**src/rtl/color_blob_tracker.sv**
```systemverilog
// YCbCr pixel classifier with a 3-stage YCbCr->RGB pipeline and per-class per-frame blob statistics
// (count, bounding box, coordinate sums) reported at frame end through a valid/ack handshake.
module color_blob_tracker #(
  parameter int N_CLASS    = 2,
  parameter int X_W        = 10,
  parameter int Y_W        = 10,
  parameter int CNT_W      = 19,
  parameter int MIN_PIXELS = 16
) (
  input  logic                         PCLK,
  input  logic                         rst_n,
  input  logic                         e_pix,
  input  logic [7:0]                   Y,
  input  logic [7:0]                   Cb,
  input  logic [7:0]                   Cr,
  input  logic [X_W-1:0]               x,
  input  logic [Y_W-1:0]               y,
  input  logic                         frame_start,
  input  logic                         frame_end,
  input  logic [N_CLASS-1:0]           cfg_en,
  input  logic [N_CLASS*8-1:0]         cfg_y_min,
  input  logic [N_CLASS*8-1:0]         cfg_y_max,
  input  logic [N_CLASS*8-1:0]         cfg_cb_min,
  input  logic [N_CLASS*8-1:0]         cfg_cb_max,
  input  logic [N_CLASS*8-1:0]         cfg_cr_min,
  input  logic [N_CLASS*8-1:0]         cfg_cr_max,
  output logic                         pix_valid,
  output logic [N_CLASS-1:0]           pix_class,
  output logic [7:0]                   R_out,
  output logic [7:0]                   G_out,
  output logic [7:0]                   B_out,
  output logic [7:0]                   Y_dec,
  output logic [X_W-1:0]               x_out,
  output logic [Y_W-1:0]               y_out,
  output logic                         stat_valid,
  input  logic                         stat_ack,
  output logic                         stat_overrun,
  output logic [N_CLASS*CNT_W-1:0]     stat_count,
  output logic [N_CLASS*X_W-1:0]       stat_xmin,
  output logic [N_CLASS*X_W-1:0]       stat_xmax,
  output logic [N_CLASS*Y_W-1:0]       stat_ymin,
  output logic [N_CLASS*Y_W-1:0]       stat_ymax,
  output logic [N_CLASS*(CNT_W+X_W)-1:0] stat_sum_x,
  output logic [N_CLASS*(CNT_W+Y_W)-1:0] stat_sum_y,
  output logic [N_CLASS-1:0]           stat_found
);

  localparam int SX_W = CNT_W + X_W;
  localparam int SY_W = CNT_W + Y_W;

  typedef enum logic [1:0] {IDLE, ACCUM, DRAIN, REPORT} state_t;

  // ---------------- S1: luma, centred chroma, coordinates ----------------
  logic              s1_valid;
  logic [7:0]        s1_luma;
  logic signed [8:0] s1_cb, s1_cr;
  logic [X_W-1:0]    s1_x;
  logic [Y_W-1:0]    s1_y;

  // NOTE: every clocked block uses <= so all registers see pre-edge values regardless of statement order.
  always_ff @(posedge PCLK or negedge rst_n) begin
    if (!rst_n) begin
      s1_valid <= 1'b0;
      s1_luma  <= '0;
      s1_cb    <= '0;
      s1_cr    <= '0;
      s1_x     <= '0;
      s1_y     <= '0;
    end else begin
      s1_valid <= e_pix;
      if (e_pix) begin
        s1_luma <= Y;
        s1_cb   <= 9'({1'b0, Cb}) - 9'd128;
        s1_cr   <= 9'({1'b0, Cr}) - 9'd128;
        s1_x    <= x;
        s1_y    <= y;
      end
    end
  end

  // ---------------- S2: colour-matrix products ----------------
  logic signed [19:0] cb_ext, cr_ext;
  logic signed [19:0] prod_r, prod_g_cb, prod_g_cr, prod_b;
  assign cb_ext = 20'(s1_cb);
  assign cr_ext = 20'(s1_cr);

  // NOTE: combinational blocks assign every output up front so no path leaves a value unassigned (no latches).
  always_comb begin
    prod_r    = cr_ext * 20'sd1436;
    prod_g_cb = cb_ext * 20'sd352;
    prod_g_cr = cr_ext * 20'sd730;
    prod_b    = cb_ext * 20'sd1815;
  end

  logic              s2_valid;
  logic [7:0]        s2_luma;
  logic signed [8:0] s2_cb, s2_cr;
  logic signed [9:0] s2_pr, s2_pg_cb, s2_pg_cr, s2_pb;
  logic [X_W-1:0]    s2_x;
  logic [Y_W-1:0]    s2_y;

  // Upper product bits are the arithmetic >>>10 (floor); every result fits in 10 signed bits.
  always_ff @(posedge PCLK or negedge rst_n) begin
    if (!rst_n) begin
      s2_valid <= 1'b0;
      s2_luma  <= '0;
      s2_cb    <= '0;
      s2_cr    <= '0;
      s2_pr    <= '0;
      s2_pg_cb <= '0;
      s2_pg_cr <= '0;
      s2_pb    <= '0;
      s2_x     <= '0;
      s2_y     <= '0;
    end else begin
      s2_valid <= s1_valid;
      if (s1_valid) begin
        s2_luma  <= s1_luma;
        s2_cb    <= s1_cb;
        s2_cr    <= s1_cr;
        s2_pr    <= prod_r[19:10];
        s2_pg_cb <= prod_g_cb[19:10];
        s2_pg_cr <= prod_g_cr[19:10];
        s2_pb    <= prod_b[19:10];
        s2_x     <= s1_x;
        s2_y     <= s1_y;
      end
    end
  end

  // ---------------- S3: sums, clamp, classification ----------------
  function automatic logic [7:0] clamp_u8(input logic signed [11:0] v);
    if (v < 12'sd0)   return 8'd0;
    if (v > 12'sd255) return 8'd255;
    return v[7:0];
  endfunction

  logic signed [11:0] luma_ext, r_sum, g_sum, b_sum;
  logic [N_CLASS-1:0] class_hit;

  always_comb begin
    luma_ext  = signed'({4'b0, s2_luma});
    r_sum     = luma_ext + 12'(s2_pr);
    g_sum     = luma_ext - 12'(s2_pg_cb) - 12'(s2_pg_cr);
    b_sum     = luma_ext + 12'(s2_pb);
    class_hit = '0;
    for (int c = 0; c < N_CLASS; c++) begin
      class_hit[c] = cfg_en[c]
        && (s2_luma >= cfg_y_min[c*8 +: 8]) && (s2_luma <= cfg_y_max[c*8 +: 8])
        && (s2_cb >= 9'($signed(cfg_cb_min[c*8 +: 8]))) && (s2_cb <= 9'($signed(cfg_cb_max[c*8 +: 8])))
        && (s2_cr >= 9'($signed(cfg_cr_min[c*8 +: 8]))) && (s2_cr <= 9'($signed(cfg_cr_max[c*8 +: 8])));
    end
  end

  always_ff @(posedge PCLK or negedge rst_n) begin
    if (!rst_n) begin
      pix_valid <= 1'b0;
      pix_class <= '0;
      R_out     <= '0;
      G_out     <= '0;
      B_out     <= '0;
      Y_dec     <= '0;
      x_out     <= '0;
      y_out     <= '0;
    end else begin
      pix_valid <= s2_valid;
      if (s2_valid) begin
        pix_class <= class_hit;
        R_out     <= clamp_u8(r_sum);
        G_out     <= clamp_u8(g_sum);
        B_out     <= clamp_u8(b_sum);
        Y_dec     <= (|class_hit) ? 8'hFF : s2_luma;
        x_out     <= s2_x;
        y_out     <= s2_y;
      end
    end
  end

  // ---------------- Frame FSM ----------------
  state_t     state;
  logic [1:0] drain_cnt;

  always_ff @(posedge PCLK or negedge rst_n) begin
    if (!rst_n) begin
      state     <= IDLE;
      drain_cnt <= '0;
    end else begin
      case (state)
        IDLE:   if (frame_start) state <= ACCUM;
        ACCUM:  if (frame_end) begin
                  state     <= DRAIN;
                  drain_cnt <= '0;
                end
        DRAIN:  if (drain_cnt == 2'd2) state <= REPORT;
                else drain_cnt <= drain_cnt + 2'd1;
        REPORT: state <= IDLE;
        default: state <= IDLE;
      endcase
    end
  end

  // A restart inside ACCUM discards the partial frame unless frame_end arrives in the same cycle.
  logic acc_clear, acc_en;
  always_comb begin
    acc_clear = (state == REPORT)
             || (state == IDLE  && frame_start)
             || (state == ACCUM && frame_start && !frame_end);
    acc_en    = (state == ACCUM) || (state == DRAIN);
  end

  // ---------------- Per-class accumulators ----------------
  logic [CNT_W-1:0] acc_count [N_CLASS];
  logic [X_W-1:0]   acc_xmin  [N_CLASS];
  logic [X_W-1:0]   acc_xmax  [N_CLASS];
  logic [Y_W-1:0]   acc_ymin  [N_CLASS];
  logic [Y_W-1:0]   acc_ymax  [N_CLASS];
  logic [SX_W-1:0]  acc_sum_x [N_CLASS];
  logic [SY_W-1:0]  acc_sum_y [N_CLASS];

  // NOTE: these arrays are a handful of flops, not RAM, so resetting them costs nothing and keeps reports clean.
  always_ff @(posedge PCLK or negedge rst_n) begin
    if (!rst_n) begin
      for (int c = 0; c < N_CLASS; c++) begin
        acc_count[c] <= '0;
        acc_xmin[c]  <= '1;
        acc_xmax[c]  <= '0;
        acc_ymin[c]  <= '1;
        acc_ymax[c]  <= '0;
        acc_sum_x[c] <= '0;
        acc_sum_y[c] <= '0;
      end
    end else begin
      for (int c = 0; c < N_CLASS; c++) begin
        if (acc_clear) begin
          acc_count[c] <= '0;
          acc_xmin[c]  <= '1;
          acc_xmax[c]  <= '0;
          acc_ymin[c]  <= '1;
          acc_ymax[c]  <= '0;
          acc_sum_x[c] <= '0;
          acc_sum_y[c] <= '0;
        end else if (acc_en && pix_valid && pix_class[c]) begin
          if (acc_count[c] != '1) acc_count[c] <= acc_count[c] + 1'b1;
          if (x_out < acc_xmin[c]) acc_xmin[c] <= x_out;
          if (x_out > acc_xmax[c]) acc_xmax[c] <= x_out;
          if (y_out < acc_ymin[c]) acc_ymin[c] <= y_out;
          if (y_out > acc_ymax[c]) acc_ymax[c] <= y_out;
          acc_sum_x[c] <= acc_sum_x[c] + SX_W'(x_out);
          acc_sum_y[c] <= acc_sum_y[c] + SY_W'(y_out);
        end
      end
    end
  end

  // ---------------- Report registers and handshake ----------------
  always_ff @(posedge PCLK or negedge rst_n) begin
    if (!rst_n) begin
      stat_valid   <= 1'b0;
      stat_overrun <= 1'b0;
      stat_count   <= '0;
      stat_xmin    <= '1;
      stat_xmax    <= '0;
      stat_ymin    <= '1;
      stat_ymax    <= '0;
      stat_sum_x   <= '0;
      stat_sum_y   <= '0;
      stat_found   <= '0;
    end else if (state == REPORT) begin
      // A coincident ack retires the old report; the new one stays valid.
      stat_valid   <= 1'b1;
      stat_overrun <= stat_valid && !stat_ack;
      for (int c = 0; c < N_CLASS; c++) begin
        stat_count[c*CNT_W +: CNT_W] <= acc_count[c];
        stat_xmin[c*X_W +: X_W]      <= acc_xmin[c];
        stat_xmax[c*X_W +: X_W]      <= acc_xmax[c];
        stat_ymin[c*Y_W +: Y_W]      <= acc_ymin[c];
        stat_ymax[c*Y_W +: Y_W]      <= acc_ymax[c];
        stat_sum_x[c*SX_W +: SX_W]   <= acc_sum_x[c];
        stat_sum_y[c*SY_W +: SY_W]   <= acc_sum_y[c];
        stat_found[c]                <= (acc_count[c] >= CNT_W'(MIN_PIXELS));
      end
    end else if (stat_valid && stat_ack) begin
      stat_valid   <= 1'b0;
      stat_overrun <= 1'b0;
    end
  end

endmodule

```
**config.mk**
```make
export PLATFORM = sky130hd
export DESIGN_NAME = color_blob_tracker
export DESIGN_NICKNAME = d
export VERILOG_FILES = /design/src/rtl/color_blob_tracker.sv
export SDC_FILE = /design/constraint.sdc
export NUM_CORES = 2
export LEC_CHECK = 0
export ABC_AREA = 1
export BUFFER_PORTS_ARGS = -buffer_cell sky130_fd_sc_hd__buf_2
export CORE_ASPECT_RATIO = 0.5
export CORE_MARGIN = 2
export CORE_UTILIZATION = 41
export CTS_BUF_LIST = sky130_fd_sc_hd__clkbuf_16
export CTS_CLUSTER_DIAMETER = 200
export CTS_CLUSTER_SIZE = 14
export DETAILED_ROUTE_END_ITERATION = 7
export PLACE_DENSITY = 0.7
export SLEW_MARGIN = 40
export SYNTH_ARGS = -nofsm -noshare
export SYNTH_HDL_FRONTEND = slang
export SYNTH_SLANG_ARGS = --single-unit
```
**constraint.sdc**
```tcl
create_clock -name PCLK -period 5.5 [get_ports PCLK]
set_input_delay 0 -clock PCLK [delete_from_list [all_inputs] [get_ports PCLK]]
set_output_delay 0 -clock PCLK [all_outputs]
set_load 0.005 [all_outputs]
```
# [Word level (Yosys, flattened, before mapping)]
# Index checks and enable logic that the tools add are counted.
[totals] ff_bits=664 latchBits=0 ram_bits=0 mem_bits_ro=0 inputBits=148 out_inout_bits=293 word_cells=234 n_memories=0
[op_classes] add_sub_neg=13 n_mul=4 div_mod_pow=0 magnitude_cmp=28 n_eq_ne=10 n_shift=0 muxes=76 n_bitwise=0 reduce_logical=53
[ops] op="2-to-1 mux 10 bit" n=24
[ops] op="2-to-1 mux 29 bit" n=8
[ops] op="adder 29 x 10 -> 29 bit" n=4
[ops] op="2-to-1 mux 19 bit" n=6
[ops] op="2-to-1 mux 8 bit" n=13
[ops] op="greater-than comparator 10 bit" n=4
[ops] op="< comparator 10 bit" n=4
[ops] op="adder 19 x 1 -> 19 bit (second input constant)" n=2
[ops] op=">= comparator 19 x 5 -> 1 bit (second input constant)" n=2
[ops] op="inequality test 19 bit (second input constant)" n=2
[ops] op=">= comparator 9 x 8 -> 1 bit" n=4
[ops] op="<= comparator 9 x 8 -> 1 bit" n=4
[ops] op="nonzero test 2 bit" n=14
[ops] op="adder 9 x 10 -> 11 bit" n=2
[ops] op="greater-than comparator 11 x 9 -> 1 bit (second input constant)" n=2
[ops] op="< comparator 11 x 1 -> 1 bit (second input constant)" n=2
[ops] op="logical AND 1 bit" n=20
[ops] op="multiplier 9 x 12 -> 20 bit (second input constant)" n=1
[ops] op="AND reduction 2 bit" n=10
[ops] op="multiplier 9 x 10 -> 19 bit (second input constant)" n=1
[ops] op="multiplier 9 x 10 -> 18 bit (second input constant)" n=1
[ops] op="2-to-1 mux 1 bit" n=18
[ops] op="subtractor 8 x 8 -> 9 bit (second input constant)" n=2
[ops] op=">= comparator 8 bit" n=2
[ops] op="18 further kinds" n=32

# [Longest topological paths before layout]
[logic_depth] ltp_word=9 mapped_depth=22 depth_no_buf=21

# [Least setup slack after synthesis]
# OpenSTA, ideal clock, no wires.
[synth_path] path_kind="reg-to-reg" from="reg s1_cb[7]" to="reg s2_pb[2]" setup_time_ps=118 arrival_ps=4118 required_time_ps=5382 slack_ps=1263 path_stages_with_launch=20 path_buffers=1 period_less_slack_ps=4237 path_cell_list="dfrtp_1 > buf_2 > inv_1 > ha_1 > ha_1 > inv_1 > fa_1 > inv_1 > fa_1 > fa_1 > ha_1 > nand2_1 > inv_1 > a21oi_1 > o21ai_0 > nand2_1 > o21ai_0 > or2_2 > nand3_1 > nand2_1"
[synth_via] elab_chain_cells=1
[synth_rtl] item="start: declaration" line_no="56" rtl="logic signed [8:0] s1_cb, s1_cr;"
[synth_rtl] item="start signal: assignment" line_no="73" rtl="s1_cb <= 9'({1'b0, Cb}) - 9'd128;"
[synth_rtl] item="multiplier 9 x 12 -> 20 bit" line_no="92" rtl="prod_b = cb_ext * 20'sd1815;"
[synth_rtl] item="end signal: assignment" line_no="124" rtl="s2_pb <= prod_b[19:10];"
[synth_rtl] item="end: declaration" line_no="98" rtl="logic signed [9:0] s2_pr, s2_pg_cb, s2_pg_cr, s2_pb;"
# No other way between the ends.
# A chain may end at the register's enable or synchronous reset.

# [Worst setup path after layout]
# Same ends and word-level chain as after synthesis.

==> flow_metrics.env <==
export IMPL_status="complete, no violations"
export IMPL_setup_ws_ps=622.0
export IMPL_fin_nets=6035
export IMPL_routedWlPerCell_um=17.69
export IMPL_min_from="Cr[5]"
export IMPL_initial_utilization=0.4143
export IMPL_clockBufferDepth=3
export IMPL_finalPower_uw=19200
export IMPL_die_h_um=226.4
export IMPL_area_delta_synth_final_pct=14.02
export IMPL_synth_top_cell_area_share=0.3578
export IMPL_period_share=0.8869
export IMPL_clock_latency_ps=650
export IMPL_final_hold_viol_count=0
export IMPL_path_class="flip-flop to flip-flop"
export IMPL_pin_count=441
export IMPL_synth_ff_type="dfrtp_1"
export IMPL_maxCapViolCount=0
export IMPL_synth_top_family_by_area="simple AND/OR/NAND/NOR gates"
export IMPL_fin_crit_ps=4878
export IMPL_wl_um=119700
export IMPL_gp_congestion=0.9143
export IMPL_post_cts_buffers=0
export IMPL_crit_path_start_kind="flip-flop"
export IMPL_core_um2=97900
export IMPL_synth_compound_area_frac=0.1124
export IMPL_antenna_found_initial=0
export IMPL_r2r_start="s1_cb[7]$_DFFE_PN0P_"
export IMPL_grt_util_all_layers=0.2333
export IMPL_worst_path_max_fanout=14
export IMPL_drive_above_1_share=0.1302
export IMPL_required_ps=6080
export IMPL_clk_pin_slew_worst_paths_ps=80
export IMPL_vias_per_cell=5.088
export IMPL_cp_arrival_ps=5460
export IMPL_fin_setup_tns_ps=0
export IMPL_setup_worst_path_start="s1_cb[7]$_DFFE_PN0P_"
export IMPL_dieArea_um2=101600
export IMPL_synth_largest_area_cell="dfrtp_1"
export IMPL_grt_pass1_vias=34185
export IMPL_synth_area_leaders="dfrtp_1 (36%), ha_1 (13%), nand2_1 (13%), inv_1 (6.2%), o21ai_0 (5.4%)"
export IMPL_holdBufCountCts=51
export IMPL_async_flop_share=1.000
export IMPL_synth_nets=5601
export IMPL_grt_ovfl_total=0
export IMPL_fmax_ghz=0.2050
export IMPL_synth_avg_cell_area_um2=8.176
export IMPL_ys_types=64
export IMPL_num_vias=34436
export IMPL_root_buffer="clkbuf_16"
export IMPL_yosys_warnings=0
export IMPL_netlist_area_um2=40560
export IMPL_setup_violations_final=0
export IMPL_syn_inst=4961
export IMPL_portBuffers=440
export IMPL_power_leakage_uw=0.02478
export IMPL_first_pass_iters=5
export IMPL_grt_max_degree=215
export IMPL_slew_headroom=0.4444
export IMPL_clock_sinks=660
export IMPL_die_w_um=448.8
export IMPL_r2r_cells=18
export IMPL_yosys_area_share_simple=0.2159
export IMPL_worstMarginPinSlew_ps=833.3
export IMPL_synth_adder_area_share=0.1657
export IMPL_reg2reg_to="s2_pb[2]$_DFFE_PN0P_"
export IMPL_synth_seq_cells=660
export IMPL_grt_pass1_wl_um=189500
export IMPL_slew_viol_final=0
export IMPL_multi_input_area_um2=20700
export IMPL_hp_class="primary input to flip-flop"
export IMPL_hpwlAfterDp_um=89170
export IMPL_fillerInstances=9523
export IMPL_finClkSkew_ps=30.80
export IMPL_grt_setup_unrepaired="false"
export IMPL_ir_worst_vdd_uv=253.7
export IMPL_muxShareOfSynthArea=0
export IMPL_ant_nets=0
export IMPL_cts_made_buffers=53
export IMPL_drc_errors=0
export IMPL_rows=81
export IMPL_drtIter0Drc=2338
export IMPL_yosys_top_cells_count="nand2_1 (1,354), inv_1 (671), dfrtp_1 (580), o21ai_0 (437), ha_1 (417)"
export IMPL_yosysSeqAreaShare=0.4097
export IMPL_pwr_density_cell_nw_per_um2=415.1
export IMPL_yosys_cell_count_top_type="nand2_1"
export IMPL_final_seq_area_um2=16620
export IMPL_h_tree_depth=2
export IMPL_endpoint="s2_pb[2]$_DFFE_PN0P_"
export IMPL_synth_edf_count=0
export IMPL_pre_cts_slack_ps=661.3
export IMPL_r2r_setup_slack_ps=620
export IMPL_synth_xor_area_frac=0.01598
export IMPL_ctsResizeCount=0
export IMPL_cts_tree="built"
export IMPL_cp_end_kind="flip-flop"
-- layer usage --
metal	share of wire	GRT usage	wire length [um]	vias to the layer above
met5	0	0	0	-
met4	0.034	0.08059	4120	0
met3	0.039	0.02609	4625	182
met2	0.48	0.4001	57910	751
met1	0.44	0.3076	53050	16535
li1	-	-	-	16968
-- report_power, final --
group | internal [uW] | switching [uW]
registers | 5990 | 691
clock network | 1750 | 1930
logic | 3080 | 5760
total | 10800 | 8370
-- flip-flops by register name, indices dropped and copies added, names as in the netlist, 38 cells and up --
name,cells
acc_sum_x,58
acc_sum_y,58
stat_sum_x,58
stat_sum_y,58
acc_count,38
stat_count,38
-- kinds of logic after synthesis --
family	Yosys count
and+or+nand+nor	2081
AOI/OAI and AO/OA	828
DFF	660
adders and majority gates	492
xor gates and xnor gates	74
buffers and inverters	826
-- worst min-delay path by stage --
stage	slack [ps]	end	cells after the start
floorplan	-300	B_out[0]$_DFFE_PN0P_	0
global placement	120	s2_cr[4]$_DFFE_PN0P_	1
detailed placement	130	B_out[6]$_DFFE_PN0P_	1
CTS	5	s1_cr[2]$_DFFE_PN0P_	2
global route	90	s1_cr[5]$_DFFE_PN0P_	4
finish	90	s1_cr[5]$_DFFE_PN0P_	4
-- critical path, cell delays in order, from the launching register on --
cell     delay [ps]
dfrtp_1         730
inv_1           260
ha_1            400
ha_1            300
inv_1            50
fa_1            510
inv_1            60
fa_1            430
fa_1            450
ha_1            330
nand2_1          90
inv_1            80
nand3_1          60
o21ai_0         400
nand2_1         130
o21ai_0         240
or2_2           150
nand3_1          60
nand2_1          80
-- layout make-up --
| type | instances | area share |
|---|---|---|
| clock buffers | 53 | 0.02868 |
| well taps | 1328 | 0.03593 |
| clock inverters | 46 | 0.004843 |
| inverters | 687 | 0.05633 |
| flip-flops and latches | 660 | 0.3594 |
| diodes | 1 | 0.00005411 |
| repair buffers | 518 | 0.06718 |
| multi-input cells | 3475 | 0.4476 |
-- cells in the final DEF (no fill, tap or decap), types with 15 or more instances in the layout --
cell,instances
a21oi_1,243
a31oi_1,15
buf_2,439
clkbuf_16,53
dfrtp_1,578
dfstp_2,80
dlygate4sd3_1,52
fa_1,75
ha_1,416
inv_1,713
nand2_1,1354
nand3_1,207
nand4_1,84
nor2_1,277
nor3_1,56
nor4_1,24
o21ai_0,437
o21ai_2,26
or2_2,20
xnor2_1,26
xor2_1,48
-- stage by stage --
step | instance area, um2 | cells | utilization | hold WS [ps]
floorplan | 40560 | 4961 | - | -295.6
global placement | 44020 | 6611 | 0.4496 | 115.1
detailed placement | 44050 | 6612 | 0.4500 | 127.2
CTS | 46110 | 6762 | 0.4710 | 5.474
global route | 46240 | 6767 | 0.4723 | 87.84
finish | 46240 | 6768 | 0.4724 | 94.95
Note: power is estimated with default switching activity, not from simulation.
